$ cat src/rtl/lsu_pkg.sv
// lsu_pkg: shared definitions for the load/store bridge.
//   - request size encodings
//   - bridge state enum
//   - misalignment check used at request acceptance
package lsu_pkg;

  localparam logic [1:0] LSU_SZ_BYTE = 2'd0;
  localparam logic [1:0] LSU_SZ_HALF = 2'd1;
  localparam logic [1:0] LSU_SZ_WORD = 2'd2;
  localparam logic [1:0] LSU_SZ_ILL  = 2'd3;

  typedef enum logic [2:0] {
    ST_IDLE  = 3'd0,
    ST_ACC0  = 3'd1,
    ST_WAIT0 = 3'd2,
    ST_ACC1  = 3'd3,
    ST_WAIT1 = 3'd4,
    ST_RESP  = 3'd5
  } lsu_state_t;

  // An access is misaligned when its lanes run past lane 3 of the word.
  function automatic logic is_misaligned(input logic [1:0] size, input logic [1:0] off);
    return ((size == LSU_SZ_HALF) && (off == 2'd3)) ||
           ((size == LSU_SZ_WORD) && (off != 2'd0));
  endfunction

endpackage

$ cat src/rtl/lsu_align.sv
// lsu_align: combinational lane alignment for the load/store bridge.
// Ports:
//   off, size, is_unsigned  - captured request offset, size, extension mode
//   wdata                   - right-justified store data
//   be_lo / be_hi           - byte enables for first / spilled second access
//   wdata_lo / wdata_hi     - lane-aligned store data for first / second access
//   rdata_lo / rdata_hi     - memory words returned by first / second access
//   rdata                   - extracted and extended load result
module lsu_align
  import lsu_pkg::*;
(
  input  logic [1:0]  off,
  input  logic [1:0]  size,
  input  logic        is_unsigned,
  input  logic [31:0] wdata,
  output logic [3:0]  be_lo,
  output logic [3:0]  be_hi,
  output logic [31:0] wdata_lo,
  output logic [31:0] wdata_hi,
  input  logic [31:0] rdata_lo,
  input  logic [31:0] rdata_hi,
  output logic [31:0] rdata
);

  logic [7:0]  be_base;
  logic [7:0]  be_wide;
  logic [63:0] wdata_wide;
  logic [31:0] rdata_shift;
  logic [5:0]  shamt;

  assign shamt = {1'b0, off, 3'b000};

  always_comb begin
    be_base = 8'b0000_0000;
    case (size)
      LSU_SZ_BYTE: be_base = 8'b0000_0001;
      LSU_SZ_HALF: be_base = 8'b0000_0011;
      LSU_SZ_WORD: be_base = 8'b0000_1111;
      default:     be_base = 8'b0000_0000;
    endcase
  end

  // Shifting across a 64-bit window lets the spill lanes fall out naturally.
  assign be_wide    = be_base << off;
  assign be_lo      = be_wide[3:0];
  assign be_hi      = be_wide[7:4];
  assign wdata_wide = {32'h0, wdata} << shamt;
  assign wdata_lo   = wdata_wide[31:0];
  assign wdata_hi   = wdata_wide[63:32];

  assign rdata_shift = 32'({rdata_hi, rdata_lo} >> shamt);

  always_comb begin
    rdata = 32'h0;
    case (size)
      LSU_SZ_BYTE: rdata = is_unsigned ? {24'h0, rdata_shift[7:0]}
                                       : {{24{rdata_shift[7]}}, rdata_shift[7:0]};
      LSU_SZ_HALF: rdata = is_unsigned ? {16'h0, rdata_shift[15:0]}
                                       : {{16{rdata_shift[15]}}, rdata_shift[15:0]};
      LSU_SZ_WORD: rdata = rdata_shift;
      default:     rdata = 32'h0;
    endcase
  end

endmodule

$ cat src/rtl/lsu_bridge.sv
// lsu_bridge: converts byte/half/word core accesses at any byte address into
// word-aligned memory accesses with byte enables; extracts and extends loads.
// Optional feature macro: LSU_MISALIGNED_SPLIT_EN
//   defined     - misaligned accesses are split into two word accesses
//   not defined - misaligned accesses are rejected with resp_err
// Ports:
//   clk, rst                               - clock, async active-high reset
//   req_valid/ready/we/size/unsigned/addr/wdata - core request
//   resp_valid/rdata/err                   - one-cycle completion
//   mem_valid/ready/we/addr/be/wdata       - memory request channel
//   mem_rvalid/rdata                       - memory read return
module lsu_bridge
  import lsu_pkg::*;
#(
  parameter int ADDR_W = 32
) (
  input  logic              clk,
  input  logic              rst,
  input  logic              req_valid,
  output logic              req_ready,
  input  logic              req_we,
  input  logic [1:0]        req_size,
  input  logic              req_unsigned,
  input  logic [ADDR_W-1:0] req_addr,
  input  logic [31:0]       req_wdata,
  output logic              resp_valid,
  output logic [31:0]       resp_rdata,
  output logic              resp_err,
  output logic              mem_valid,
  input  logic              mem_ready,
  output logic              mem_we,
  output logic [ADDR_W-1:0] mem_addr,
  output logic [3:0]        mem_be,
  output logic [31:0]       mem_wdata,
  input  logic              mem_rvalid,
  input  logic [31:0]       mem_rdata
);

  lsu_state_t state, state_next;

  logic              we_q;
  logic [1:0]        size_q;
  logic              uns_q;
  logic [ADDR_W-1:0] addr_q;
  logic [31:0]       wdata_q;
  logic              err_q;
  logic [31:0]       lo_q;
  logic [31:0]       hi_word;
  logic              acc_err;
  logic              split;

  logic [ADDR_W-1:0] word_addr;
  logic [ADDR_W-1:0] next_addr;
  logic [3:0]        be_lo, be_hi;
  logic [31:0]       wdata_lo, wdata_hi;
  logic [31:0]       load_data;

`ifdef LSU_MISALIGNED_SPLIT_EN
  logic        split_q;
  logic [31:0] hi_q;
  assign acc_err = (req_size == LSU_SZ_ILL);
  assign split   = split_q;
  assign hi_word = hi_q;
`else
  assign acc_err = (req_size == LSU_SZ_ILL) || is_misaligned(req_size, req_addr[1:0]);
  assign split   = 1'b0;
  assign hi_word = 32'h0;
`endif

  assign word_addr = {addr_q[ADDR_W-1:2], 2'b00};
  assign next_addr = word_addr + ADDR_W'(4);

  lsu_align u_align (
    .off         (addr_q[1:0]),
    .size        (size_q),
    .is_unsigned (uns_q),
    .wdata       (wdata_q),
    .be_lo       (be_lo),
    .be_hi       (be_hi),
    .wdata_lo    (wdata_lo),
    .wdata_hi    (wdata_hi),
    .rdata_lo    (lo_q),
    .rdata_hi    (hi_word),
    .rdata       (load_data)
  );

  always_ff @(posedge clk or posedge rst) begin
    if (rst) state <= ST_IDLE;
    else     state <= state_next;
  end

  always_ff @(posedge clk or posedge rst) begin
    if (rst) begin
      we_q    <= 1'b0;
      size_q  <= 2'd0;
      uns_q   <= 1'b0;
      addr_q  <= '0;
      wdata_q <= 32'h0;
      err_q   <= 1'b0;
      lo_q    <= 32'h0;
`ifdef LSU_MISALIGNED_SPLIT_EN
      split_q <= 1'b0;
      hi_q    <= 32'h0;
`endif
    end else begin
      if (state == ST_IDLE && req_valid) begin
        we_q    <= req_we;
        size_q  <= req_size;
        uns_q   <= req_unsigned;
        addr_q  <= req_addr;
        wdata_q <= req_wdata;
        err_q   <= acc_err;
`ifdef LSU_MISALIGNED_SPLIT_EN
        split_q <= is_misaligned(req_size, req_addr[1:0]);
`endif
      end
      if (state == ST_WAIT0 && mem_rvalid) lo_q <= mem_rdata;
`ifdef LSU_MISALIGNED_SPLIT_EN
      if (state == ST_WAIT1 && mem_rvalid) hi_q <= mem_rdata;
`endif
    end
  end

  always_comb begin
    state_next = state;
    req_ready  = 1'b0;
    resp_valid = 1'b0;
    resp_err   = 1'b0;
    resp_rdata = 32'h0;
    mem_valid  = 1'b0;
    mem_we     = 1'b0;
    mem_addr   = '0;
    mem_be     = 4'h0;
    mem_wdata  = 32'h0;
    case (state)
      ST_IDLE: begin
        req_ready = 1'b1;
        if (req_valid) state_next = acc_err ? ST_RESP : ST_ACC0;
      end
      ST_ACC0: begin
        mem_valid = 1'b1;
        mem_we    = we_q;
        mem_addr  = word_addr;
        mem_be    = be_lo;
        mem_wdata = wdata_lo;
        if (mem_ready) begin
          if (!we_q)      state_next = ST_WAIT0;
          else if (split) state_next = ST_ACC1;
          else            state_next = ST_RESP;
        end
      end
      ST_WAIT0: begin
        if (mem_rvalid) state_next = split ? ST_ACC1 : ST_RESP;
      end
      ST_ACC1: begin
        mem_valid = 1'b1;
        mem_we    = we_q;
        mem_addr  = next_addr;
        mem_be    = be_hi;
        mem_wdata = wdata_hi;
        if (mem_ready) state_next = we_q ? ST_RESP : ST_WAIT1;
      end
      ST_WAIT1: begin
        if (mem_rvalid) state_next = ST_RESP;
      end
      ST_RESP: begin
        resp_valid = 1'b1;
        resp_err   = err_q;
        resp_rdata = (we_q || err_q) ? 32'h0 : load_data;
        state_next = ST_IDLE;
      end
      default: state_next = ST_IDLE;
    endcase
  end

endmodule

$ cat config.mk
export PLATFORM = sky130hd
export DESIGN_NAME = lsu_bridge
export DESIGN_NICKNAME = d
export VERILOG_FILES = /design/src/rtl/lsu_pkg.sv /design/src/rtl/lsu_align.sv /design/src/rtl/lsu_bridge.sv
export SDC_FILE = /design/constraint.sdc
export NUM_CORES = 1
export LEC_CHECK = 0
export CAP_MARGIN = 20
export CORE_MARGIN = 4
export CORE_UTILIZATION = 35
export DETAILED_ROUTE_END_ITERATION = 6
export PLACE_DENSITY = 0.66
export RECOVER_POWER = 25
export SYNTH_ARGS = -nofsm -noshare
export SYNTH_HDL_FRONTEND = slang
export SYNTH_SLANG_ARGS = --single-unit
$ cat constraint.sdc
create_clock -name clk -period 4 [get_ports clk]
set_input_delay 0.4 -clock clk [delete_from_list [all_inputs] [get_ports clk]]
set_output_delay 0.4 -clock clk [all_outputs]
set_load 0.01 [all_outputs]
==> impl_results.md <==
* Clock power share at 14.6%
* IO Pins at 210
* Hold Violations, Final at 0
* P&R area growth vs syn at 40.1%
* Clk slew on worst S/H paths at 0.07 ns
* Crit path cell chain: nand4_1, or4_1, or4_1, a21oi_1, clkdlybuf4s50_1
* Count of hold buffers inserted by post-cts repair at 0
* Synthesized netlist cell count at 634
* Crit Reg-Reg Startpoint: state[1]$_DFFE_PP0P_
* Post-CTS Resized at 0
* Lkg Pwr at 3.41 nW
* CTS buffer count at 9
* GRT met3 Usage at 3.59%
* Fin util at 50.0%
* Clk buf depth at 2
* Grt met1 use at 27.8%
* Cell variety after synth at 43
* R2R cell count at 4
* Busiest grt layer: met1
* Met2 Usage GRT at 27.8%
* GRT Overall Usage at 19.2%
* Slew @ Worst Pin at 2.08 ns
* HP Start: lo_q[1]$_DFFE_PP0P_
* Worst Hold Class: flip-flop to flip-flop
* Final Cycle Share at 90.1%
* Syn Area/Cell at 10.1 sq um
* Most used cell, CP: or4_1
* Non-filler instance count after layout at 1054
* Die Wd at 143 um
* Pwr/cell area at 686 nW/um^2
* Critical path arrival at 3.20 ns
* Starting Density at 35.7%
* Yosys warning count at 0
* Max incr delay on CP at 0.80 ns
* Antenna violations before repair at 1
* Setup Fix Bufs, Post-CTS at 0
* Sequential area share after synthesis at 40.6%
* Cell family with most CP delay: simple AND/OR/NAND/NOR gates
* P_int at 0.00363 W
* Worst setup path start: addr_q[5]$_DFFE_PP0P_
* Setup ws final at 0.396 ns
* DP Wirelength at 14.6 mm
* Top FF cell, synth: dfrtp_1
* Post-synth EDFFs at 0
* WS Path Type: flip-flop to output port
* Crit. End Element: output port
* Critical path peak fanout at 17
* Final GP Congestion at 0.800
* Violated checks: max-capacitance violations, max-slew violations
* Htree depth at 3
* Worst path depth at 5
* Worst VDD drop at 0.258 mV
* Die span in y at 143 um
* Setup Skew at 0.00871 ns
* Via count at 5776
* RSZ-0062 raised after global routing: false
* Sw power at 0.00253 W
* Status: finished, violations left
* Worst skew pair latency at 0.36 ns
* Crit path launch type: flip-flop
* Core ar. at 18000 sq um
* Vias/cell at 5.48
* Port bufs at 207
* Largest net degree at the start of global routing at 78
* FP Rows at 49
* Post-detailed-route wirelength per cell at 18.9 um
* Critical-path top delay cell: or4_1
* Switch share at 41.1%
* Final setup TNS at 0 ns
* Count of pins over their slew limit at 45
* Final setup viols at 0
* Sequential power share at 35.7%
* WP data required at 3.60 ns
* CTS sink count at 104
* Worst hold stages at 1
* Post-synth ARST share at 100%
* Layout cells sized above 1 at 16.6%
* Worst Path Buf+Inv at 1
* DR pass1 iterations at 4
* Synthesized flop and latch total at 104
* Routed wire length at 19.9 mm
* Mapped Area at 6410 sq um
* Max Fclk at 277 MHz
* Post-Place Cells at 1037
* Filler Cell Count at 1637
* Die area at 20600 sq um
* DRC at 0
* Root Driver: clkbuf_16
* Slew margin rel. at -39.1%
* First-pass GRT wire length at 31.4 mm
* 1st-iter DRT viols at 296
* Final nets at 930
* Grt total ovfl at 0
* CTS tree: done
* Min cycle time layout at 3.60 ns
* Max Cap Viol at 1
* Dpl ws at 0.780 ns
* Vias in the first global route at 5796
* Comb pwr share at 49.6%
* Antenna-violating nets left at 0
==> registers in the layout, indices dropped and copies added, names as in the netlist <==
name / count
err_q: 1
wdata_q: 32
size_q: 2
addr_q: 32
we_q: 1
state: 3
lo_q: 32
uns_q: 1
==> placed cells by master, fill, tap and decap left out, types with 6 or more instances in the layout <==
cell	instances
a211oi_1	15
a21oi_1	29
a22oi_1	10
and3_1	10
buf_4	13
clkbuf_16	9
clkdlybuf4s50_1	206
dfrtp_1	103
ha_1	6
inv_1	11
mux2_2	99
mux2i_1	41
nand2_1	52
nand3_1	9
nand4_1	9
nor2_1	21
nor2b_1	12
nor3_1	6
o21ai_0	20
o22ai_1	19
o2bb2ai_1	30
o31ai_1	11
or3_1	7
or4_1	15
xnor2_1	7
==> cells in the mapped netlist, drive strengths merged, types with 2 or more instances <==
cell type	instances	area, sq um
inv	12	45.0
a32o	3	30.0
nor4	4	25.0
a211oi	15	113
nand2b	4	25.0
o211ai	2	15.0
nor2b	13	81.3
and3	10	62.6
nand3	9	45.0
or2	2	12.5
xnor2	7	61.3
a21oi	29	145
and4	4	35.0
ha	6	75.1
o2bb2ai	30	263
nand4	9	56.3
or4	15	113
dfrtp	104	2600
o21ai	20	100
buf	22	104
nor2	22	82.6
o22ai	19	119
mux2i	41	410
mux2	99	1110
xor2	4	35.0
clkbuf	27	101
nor3	6	30.0
o31ai	11	82.6
a22o	4	35.0
a22oi	10	75.1
or3	7	43.8
nand2	52	195
and2	4	25.0
==> stage by stage <==
stage	total power (W)	hold WS, ns	cell area (sq um)
after detailed placement	0.00528	0.488	8690
after floorplan	0.00411	0.473	6420
after CTS	0.00622	0.491	8990
after global placement	0.00525	0.485	8690
final	0.00616	0.503	8980
after global routing	0.00664	0.517	8980
==> final cells by class <==
type	instances	area [sq um]	share of cell area, %
Multi-Input combinational cell	469	3570	39.7
Sequential cell	104	2600	29.0
Timing Repair Buffer	222	2180	24.2
Tap cell	229	287	3.19
Clock buffer	9	225	2.51
Clock inverter	7	68.8	0.766
Inverter	13	50.0	0.557
Antenna cell	1	2.50	0.0279
==> metal layers <==
layer | share of wire (%) | vias up
li1 | - | 2742
met1 | 47 | 2775
met2 | 43 | 216
met3 | 5.8 | 43
met4 | 3.7 | 0
met5 | 0 | -
==> path summary, 6_finish.rpt <==
kind | to | slack, ns
min in group asynchronous | lo_q[14]$_DFFE_PP0P_ | 1.05
max in group asynchronous | lo_q[30]$_DFFE_PP0P_ | 1.14
min reg2reg | lo_q[1]$_DFFE_PP0P_ | 0.50
max | mem_addr[27] | 0.40
min | lo_q[1]$_DFFE_PP0P_ | 0.50
max reg2reg | wdata_q[20]$_DFFE_PP0P_ | 1.63
==> power groups by stage <==
stage / Sequential [W] / Combinational (W) / Clock [W]
floorplan: 0.00195 / 0.00216 / 0
global placement: 0.00220 / 0.00305 / 0
detailed placement: 0.00222 / 0.00306 / 0
CTS: 0.00220 / 0.00308 / 0.000932
global route: 0.00230 / 0.00337 / 0.000973
finish: 0.00220 / 0.00306 / 0.000902
==> logic make-up after synthesis <==
group | Yosys count | share of synthesized area, %
adder cells (fa/ha/maj) | 6 | 1.17
XOR/XNOR | 11 | 1.50
buffers and inverters | 62 | 3.96
multiplexers | 140 | 23.8
AO/OA/AOI/OAI | 146 | 15.6
AND/OR/NAND/NOR | 164 | 13.4
flip-flops | 104 | 40.6
other | 1 | 0.0585
Note: power is estimated with default switching activity, not from simulation.
